--- src/rtl/s_axis_sample_rx.sv ---
// s_axis_sample_rx: AXI-Stream slave receiver for 12-bit ADC samples.
// Accepted beats are buffered in a first-word-fall-through FIFO and handed
// to a local consumer through rx_valid/rd_en. Frame boundaries are tracked
// from tlast and malformed beats (nonzero upper nibble) raise fmt_err.
//
// Ports:
//   clk, rst_n        clock, asynchronous active-low reset
//   enable            1 = accept beats, 0 = hold s_axis_tready low
//   s_axis_tdata      16-bit payload, [11:0] sample, [15:12] must be zero
//   s_axis_tvalid     upstream beat valid
//   s_axis_tlast      last beat of frame
//   s_axis_tready     receiver can accept a beat (registered)
//   rd_en             consumer pop request
//   rx_data, rx_last  head entry of the FIFO
//   rx_valid          FIFO not empty
//   frame_done        one-cycle pulse after a frame completes
//   frame_len         beat count of the most recent completed frame
//   in_frame          a frame is partially received
//   clr_err           clears fmt_err (a coincident new error wins)
//   fmt_err           sticky format-error flag
module s_axis_sample_rx #(
  parameter int unsigned DEPTH = 4,
  parameter int unsigned LEN_W = 8
) (
  input  logic             clk,
  input  logic             rst_n,
  input  logic             enable,
  input  logic [15:0]      s_axis_tdata,
  input  logic             s_axis_tvalid,
  input  logic             s_axis_tlast,
  output logic             s_axis_tready,
  input  logic             rd_en,
  output logic [11:0]      rx_data,
  output logic             rx_last,
  output logic             rx_valid,
  output logic             frame_done,
  output logic [LEN_W-1:0] frame_len,
  output logic             in_frame,
  input  logic             clr_err,
  output logic             fmt_err
);

  localparam int unsigned DATA_W = 12;
  localparam int unsigned ENT_W  = DATA_W + 1;
  localparam int unsigned PTR_W  = $clog2(DEPTH);
  localparam int unsigned CNT_W  = $clog2(DEPTH + 1);

  typedef enum logic {IDLE = 1'b0, IN_FRAME = 1'b1} state_t;

  logic [ENT_W-1:0] mem [DEPTH];
  logic [PTR_W-1:0] wr_ptr, rd_ptr, rd_ptr_nxt;
  logic [CNT_W-1:0] count, count_nxt;
  logic [ENT_W-1:0] wr_entry, head_nxt;
  logic             accept, pop;
  state_t           state;
  logic [LEN_W-1:0] beat_cnt, beat_inc;

  assign accept   = s_axis_tvalid & s_axis_tready;
  assign pop      = rd_en & rx_valid;
  assign wr_entry = {s_axis_tlast, s_axis_tdata[DATA_W-1:0]};
  assign in_frame = (state == IN_FRAME);

  // Next read pointer, occupancy and head entry after this edge.
  always_comb begin
    rd_ptr_nxt = rd_ptr;
    count_nxt  = count;
    if (pop) rd_ptr_nxt = rd_ptr + PTR_W'(1);
    if (accept && !pop)      count_nxt = count + CNT_W'(1);
    else if (pop && !accept) count_nxt = count - CNT_W'(1);
    // A beat written this edge into the slot that becomes the head bypasses mem.
    if (accept && (wr_ptr == rd_ptr_nxt)) head_nxt = wr_entry;
    else                                  head_nxt = mem[rd_ptr_nxt];
  end

  // Storage array; contents are only meaningful between the pointers.
  always_ff @(posedge clk) begin
    if (accept) mem[wr_ptr] <= wr_entry;
  end

  // Pointers, occupancy, ready and registered head.
  always_ff @(posedge clk or negedge rst_n) begin
    if (!rst_n) begin
      wr_ptr        <= '0;
      rd_ptr        <= '0;
      count         <= '0;
      s_axis_tready <= 1'b0;
      rx_valid      <= 1'b0;
      rx_data       <= '0;
      rx_last       <= 1'b0;
    end else begin
      if (accept) wr_ptr <= wr_ptr + PTR_W'(1);
      rd_ptr        <= rd_ptr_nxt;
      count         <= count_nxt;
      s_axis_tready <= enable & (count_nxt != CNT_W'(DEPTH));
      rx_valid      <= (count_nxt != '0);
      if (count_nxt != '0) begin
        rx_data <= head_nxt[DATA_W-1:0];
        rx_last <= head_nxt[DATA_W];
      end
    end
  end

  assign beat_inc = (beat_cnt == {LEN_W{1'b1}}) ? beat_cnt : beat_cnt + LEN_W'(1);

  // Frame tracker: counts beats of the open frame and reports on tlast.
  always_ff @(posedge clk or negedge rst_n) begin
    if (!rst_n) begin
      state      <= IDLE;
      beat_cnt   <= '0;
      frame_len  <= '0;
      frame_done <= 1'b0;
    end else begin
      frame_done <= accept & s_axis_tlast;
      case (state)
        IDLE: begin
          if (accept) begin
            if (s_axis_tlast) begin
              frame_len <= LEN_W'(1);
            end else begin
              state    <= IN_FRAME;
              beat_cnt <= LEN_W'(1);
            end
          end
        end
        IN_FRAME: begin
          if (accept) begin
            if (s_axis_tlast) begin
              frame_len <= beat_inc;
              beat_cnt  <= '0;
              state     <= IDLE;
            end else begin
              beat_cnt <= beat_inc;
            end
          end
        end
        default: state <= IDLE;
      endcase
    end
  end

  // Sticky format error; a new error beat beats a coincident clear.
  always_ff @(posedge clk or negedge rst_n) begin
    if (!rst_n)                                fmt_err <= 1'b0;
    else if (accept && (s_axis_tdata[15:12] != 4'h0)) fmt_err <= 1'b1;
    else if (clr_err)                          fmt_err <= 1'b0;
  end

endmodule

--- config.mk ---
export PLATFORM = sky130hd
export DESIGN_NAME = s_axis_sample_rx
export DESIGN_NICKNAME = d
export VERILOG_FILES = /design/src/rtl/s_axis_sample_rx.sv
export SDC_FILE = /design/constraint.sdc
export NUM_CORES = 1
export LEC_CHECK = 0
export CORE_UTILIZATION = 50
export DETAILED_ROUTE_END_ITERATION = 8
export HOLD_SLACK_MARGIN = 0.05
export PLACE_DENSITY_LB_ADDON = 0.3
export SKIP_LAST_GASP = 1
export SLEW_MARGIN = 20
export SYNTH_ARGS = -nofsm -noshare
export SYNTH_HDL_FRONTEND = slang
export SYNTH_SLANG_ARGS = --single-unit
--- constraint.sdc ---
create_clock -name clk -period 1.8 [get_ports clk]
set_input_delay 0.36 -clock clk [delete_from_list [all_inputs] [get_ports clk]]
set_output_delay 0.36 -clock clk [all_outputs]
set_load 0.005 [all_outputs]
==> results of run 1 <==
## worst max-delay path, stage by stage (launching register included)
cell	delay [ps]
dfrtp_1	420
inv_2	70
ha_4	260
o311ai_4	250
o31ai_4	120
or2_4	290
buf_12	150
o22a_1	200
## kinds of logic (layout without fill, tap and decap cells)
kind of cell / count (synthesis) / count (layout) / share of synthesized area (%)
muxes: 17 / 17 / 3.92
DFF: 93 / 93 / 58.7
xor gates and xnor gates: 8 / 8 / 1.90
buffers and inverters: 35 / 131 / 3.81
and+or+nand+nor: 105 / 105 / 13.2
AOI/OAI and AO/OA: 108 / 108 / 16.4
adders and majority gates: 7 / 7 / 1.99
## what timing repair did
item / CTS / global route
pin swaps: 3 / 5
endpoints found under the setup margin: 13 / 17
resized for setup: 12 / 12
cloned: 1 / 0
buffers inserted: 2 / 3
## report_power, final
| group | leakage (nW) | switching [mW] | internal (mW) | total [mW] |
|---|---|---|---|---|
| clock | 0.0873 | 0.801 | 0.525 | 1.33 |
| sequential | 0.978 | 0.325 | 2.76 | 3.08 |
| combinational | 1.26 | 2.24 | 2.36 | 4.60 |
## area by class of cell
cell class | count | area (um2)
Clock buffer | 9 | 124
Clock inverter | 7 | 58.8
Fill cell | 612 | 2710
Inverter | 12 | 45.0
Multi-Input combinational cell | 245 | 1740
Sequential cell | 93 | 2590
Tap cell | 105 | 131
Timing Repair Buffer | 103 | 982
## metal layers
| metal | vias to the layer above | wire (um) |
|---|---|---|
| met1 | 1699 | 4540 |
| met4 | 0 | 158 |
| met3 | 20 | 818 |
| met2 | 146 | 5360 |
| li1 | 1596 | - |
| met5 | - | 0 |
## through the flow
step	cell area (um2)	utilization, %	setup TNS, ps
global route	5670	67.7	-1510
global placement	5350	63.9	-7230
detailed placement	5350	63.9	-8460
floorplan	4420	-	-415
CTS	5610	66.9	-472
finish	5670	67.7	-737
## worst max path at each step
stage                   from          end  slack [ps]
floorplan           count[0]   rx_data[0]         -60
global placement       rd_en  rx_data[10]        -430
detailed placement     rd_en  rx_data[11]        -490
CTS                 count[0]   rx_data[1]         -50
global route        count[0]   rx_data[1]        -130
finish              count[1]   rx_data[2]         -80
## sequential cells by signal (all words and copies together) (netlist names), 2 cells and up, named ones only
| name | count |
|---|---|
| beat_cnt | 8 |
| wr_ptr | 2 |
| mem | 52 |
| count | 3 |
| rx_data | 12 |
| frame_len | 8 |
| rd_ptr | 2 |
## cell usage after synthesis (all sizes together), types with 2 or more instances
cell type   n
o22ai       3
clkbuf     12
o21ai      48
nand2b      2
nor4b      11
nor2b       2
buf        11
xor2        3
or2         2
o211a      10
and2        3
o22a       12
mux2i      15
nand3      22
o211ai      2
a21boi      4
and3        9
inv        12
a22oi       2
a21oi      10
nand4       2
edfxtp     52
mux2        2
nand2      32
o31ai       4
ha          7
nor3        4
nor2        7
dfrtp      41
a31oi       2
or4b        2
a211oi      2
xnor2       4
nand4b      2
==> flow_metrics.env, run 1 <==
export IMPL_viasPerCell=6.03
export IMPL_die_w_um=95.9
export IMPL_max_freq_mhz=533
export IMPL_status="finished with violations"
export IMPL_start_util_pct=52.6
export IMPL_min_period_ps=1880
export IMPL_gr_total_overflow=0
export IMPL_synth_ff_type="edfxtp_1"
export IMPL_cts_inserted_buffers=9
export IMPL_fin_nets=494
export IMPL_critPathMaxFanout=7
export IMPL_yosysWarnings=0
export IMPL_row_count=33
export IMPL_routedWlPerCell_um=18.9
export IMPL_worstHoldPathType="primary input to async pin"
export IMPL_hold_viol_final=0
export IMPL_ir_drop_mv=0.909
export IMPL_synth_cell_types=56
export IMPL_die_h_um=95.9
export IMPL_cts_max_path_buffers=2
export IMPL_grtUsageTotal_pct=25.4
export IMPL_p_per_area_nw_per_um2=1590
export IMPL_finalCritPeriodShare_pct=104
export IMPL_fin_worst_hold_slack_ps=70.7
export IMPL_drt_iter0_markers=178
export IMPL_drive_gt1_share_pct=20.5
export IMPL_first_global_vias=3408
export IMPL_cts_root_buf="clkbuf_8"
export IMPL_ys_seq_elements=93
export IMPL_critPathLaunchType="flip-flop"
export IMPL_synth_top_area_cell="edfxtp_1"
export IMPL_cp_required_ps=2050
export IMPL_setup_viol_count_final=13
export IMPL_max_slew_margin_pct=62.7
export IMPL_grt_util_met1_pct=34.1
export IMPL_areaGrowthSynthToFinish_pct=28.7
export IMPL_path_class="flip-flop to flip-flop"
export IMPL_pre_cts_ws_ps=-489
export IMPL_tritoncts="done"
export IMPL_tightest_slew_ps=560
export IMPL_violations="setup timing"
export IMPL_ioPinCount=49
export IMPL_core_area_um2=8380
export IMPL_drtPass1Iterations=5
export IMPL_dp_cells=553
export IMPL_syn_area_um2=4410
export IMPL_r2r_start="count[1]"
export IMPL_die_area_um2=9190
export IMPL_r2r_slack_ps=-80
export IMPL_r2r_end="rx_data[2]"
export IMPL_port_buffers=48
export IMPL_ys_seq_area_share_pct=58.7
export IMPL_finalNonFillerCells=574
export IMPL_slew_violations=0
export IMPL_final_common_cell="edfxtp_1"
export IMPL_clkLatencyLatePin_ps=360
export IMPL_reg2regPathDepth=7
export IMPL_netlist_area_leader_share_pct=35.4
export IMPL_dp_final_hpwl_mm=7.14
export IMPL_ys_async_sr_fraction_pct=44.1
export IMPL_cp_end_kind="flip-flop"
export IMPL_avgSynthCellArea_um2=11.8
export IMPL_gp_congestion=0.849
export IMPL_clock_skew_ps=9.97
export IMPL_busiest_layer="met2"
export IMPL_ant_nets=0
export IMPL_grtUsageMet2_pct=40.8
export IMPL_synth_area_top_cells="edfxtp_1, dfrtp_1, o21ai_0"
export IMPL_antenna_found_initial=0
export IMPL_clk_pin_slew_ps=100
export IMPL_maxCapViolations=0
export IMPL_final_cell_mix="edfxtp_1, o21ai_0, buf_4"
export IMPL_drc=0
export IMPL_grt_max_degree=42
export IMPL_rsz0062_at_grt="true"
export IMPL_worst_slack_ps=-75.1
export IMPL_drt_wl_total_mm=10.9
export IMPL_htree_levels=3
export IMPL_critical_path_arrival_ps=2120
export IMPL_total_power_mw=9.01
export IMPL_numClockSinks=93
export IMPL_postCtsHoldBufs=0
export IMPL_syn_instance_count=373
export IMPL_vias=3461
export IMPL_antenna_cells=0
export IMPL_power_leakage_nw=2.32
export IMPL_grt_pass1_wl_mm=17.1
export IMPL_grtUsageMet3_pct=5.13
export IMPL_synth_nets=403
export IMPL_synth_edff_count=52
No activity file was read; power rests on OpenSTA's default activity.
==> inputs of run 2 (changes only) <==
- PLACE_DENSITY: not set -> 0.74
- PLACE_DENSITY_LB_ADDON: 0.3 -> not set
==> flow_metrics.env, run 2 (synthesis results as in run 1) <==
export IMPL_slowest_delay_ps=410
export IMPL_startpoint="count[0]"
export IMPL_crit_buf_inv=2
export IMPL_die_w_um=95.9
export IMPL_r2r_start="count[0]"
export IMPL_tritoncts="done"
export IMPL_crit_chain="buf_4 > a211o_1 > o311ai_4 > o31ai_4 > or2_4 > clkbuf_16 > o22a_1"
export IMPL_cpMaxStageDelayCell="dfrtp_1"
export IMPL_clkLatencyLatePin_ps=360
export IMPL_antenna_cells=0
export IMPL_r2r_end="rx_data[6]"
export IMPL_htree_levels=3
export IMPL_dp_final_hpwl_mm=7.03
export IMPL_fin_nets=503
export IMPL_antenna_found_initial=0
export IMPL_finish_instance_area_um2=5750
export IMPL_critical_path_arrival_ps=2120
export IMPL_die_h_um=95.9
export IMPL_ant_nets=0
export IMPL_row_count=33
export IMPL_drc=0
export IMPL_slew_violations=0
export IMPL_grt_max_degree=25
export IMPL_reg_top3="mem: 52 flops, rx_data: 12 flops"
export IMPL_pre_cts_ws_ps=-483
export IMPL_clock_skew_ps=8.88
export IMPL_ir_drop_mv=0.697
export IMPL_max_slew_margin_pct=41.5
export IMPL_critPathMaxFanout=7
export IMPL_cts_inserted_buffers=9
export IMPL_cts_max_path_buffers=2
export IMPL_status="finished with violations"
export IMPL_power_leakage_nw=2.37
export IMPL_cts_root_buf="clkbuf_8"
export IMPL_p_per_area_nw_per_um2=1590
export IMPL_cp_end_kind="flip-flop"
export IMPL_start_util_pct=52.6
export IMPL_worst_slack_ps=-70.9
export IMPL_viasPerCell=5.90
export IMPL_max_freq_mhz=535
export IMPL_core_area_um2=8380
export IMPL_drt_iter0_markers=224
export IMPL_maxCapViolations=0
export IMPL_drtPass1Iterations=4
export IMPL_routedWlPerCell_um=18.5
export IMPL_ioPinCount=49
export IMPL_reg2regPathDepth=7
export IMPL_numClockSinks=93
export IMPL_largest_reg_flops=52
export IMPL_cp_required_ps=2050
export IMPL_rsz0062_at_grt="true"
export IMPL_critPathLaunchType="flip-flop"
export IMPL_setup_viol_count_final=13
export IMPL_grt_pass1_wl_mm=16.9
export IMPL_r2r_slack_ps=-70
export IMPL_grtUsageTotal_pct=25.1
export IMPL_worstHoldPathType="primary input to async pin"
export IMPL_first_global_vias=3301
export IMPL_drive_gt1_share_pct=22.6
export IMPL_path_class="flip-flop to flip-flop"
export IMPL_gp_congestion=0.847
export IMPL_final_cell_mix="edfxtp_1, buf_4, o21ai_0"
export IMPL_tightest_slew_ps=868
export IMPL_areaGrowthSynthToFinish_pct=30.6
export IMPL_finalCritPeriodShare_pct=104
export IMPL_vias=3438
export IMPL_place_area_um2=5380
export IMPL_endpoint="rx_data[6]"
export IMPL_hold_viol_final=0
export IMPL_drt_wl_total_mm=10.8
export IMPL_gr_total_overflow=0
export IMPL_port_buffers=48
export IMPL_regMostFlops="mem"
export IMPL_die_area_um2=9190
export IMPL_critical_path_depth=7
export IMPL_violations="setup timing"
export IMPL_clk_pin_slew_ps=100
export IMPL_cp_top_family="compound AO/OA/AOI/OAI gates"
export IMPL_final_common_cell="edfxtp_1"
export IMPL_min_period_ps=1870
[run 2: changes by cell type in the layout (fill, tap and decap cells not counted), moves of 2 or more]
cell        before  now
nor4b_1          8   11
clkinvlp_4       2    0
buf_4           46   51
buf_6            1    3
nor4b_2          3    0
buf_2            1    3
[run 2: worst min-delay path by stage]
| stage | slack, ps | depth (start not counted) | to | start |
|---|---|---|---|---|
| 3_3_place_gp | 330 | 1 | beat_cnt[4] | rst_n |
| 3_5_place_dp | 340 | 1 | beat_cnt[3] | rst_n |
| 4_1_cts | 480 | 2 | beat_cnt[1] | rst_n |
| 2_1_floorplan | 60 | 0 | async pin | rst_n |
| 5_1_grt | 530 | 2 | beat_cnt[4] | rst_n |
| 6_report | 480 | 2 | beat_cnt[1] | rst_n |
[run 2: timing repair]
item	4_1_cts	5_1_grt
hold buffers	1	0
pin swaps	1	5
endpoints found under the setup margin	16	17
buffers inserted	2	5
gates cloned	1	2
gates resized for setup	15	17
hold endpoints to repair	17	0
[run 2: worst reg2reg max path, cell delays in order (launching register included)]
cell	delay [ps]
dfrtp_1	410
buf_4	150
a211o_1	310
o311ai_4	110
o31ai_4	140
or2_4	280
clkbuf_16	180
o22a_1	190
[run 2: through the flow]
| stage | TNS, ps | util, % | total power, mW | std cells | hold slack [ps] |
|---|---|---|---|---|---|
| floorplan | -415 | - | 5.46 | 373 | 64.4 |
| global placement | -9030 | 64.1 | 7.11 | 556 | 333 |
| detailed placement | -9440 | 64.1 | 7.26 | 556 | 336 |
| CTS | -395 | 67.2 | 8.75 | 576 | 478 |
| global route | -1460 | 68.7 | 9.71 | 583 | 529 |
| finish | -608 | 68.7 | 9.16 | 583 | 483 |
[run 2: cell type report]
class,instances,area [um2]
fill,613,2630
sequential,93,2590
multi-input combinational,245,1740
timing repair buffer,112,1060
tap,105,131
clock buffer,9,124
clock inverter,7,67.6
inverter,12,45.0
[run 2: where the power goes]
group	internal, mW	leakage (nW)	switching [mW]
Clock	0.536	0.0989	0.797
Combinational	2.41	1.30	2.32
Sequential	2.76	0.979	0.341
Total	5.70	2.37	3.46
[run 2: metal layers]
| layer | global-route usage [%] | wire length (um) | vias up | share of wire, % |
|---|---|---|---|---|
| li1 | - | - | 1620 | - |
| met1 | 35.3 | 4640 | 1672 | 43 |
| met2 | 39.0 | 5050 | 132 | 47 |
| met3 | 3.95 | 894 | 14 | 8.3 |
| met4 | 10.4 | 207 | 0 | 1.9 |
| met5 | 0 | 0 | - | 0 |
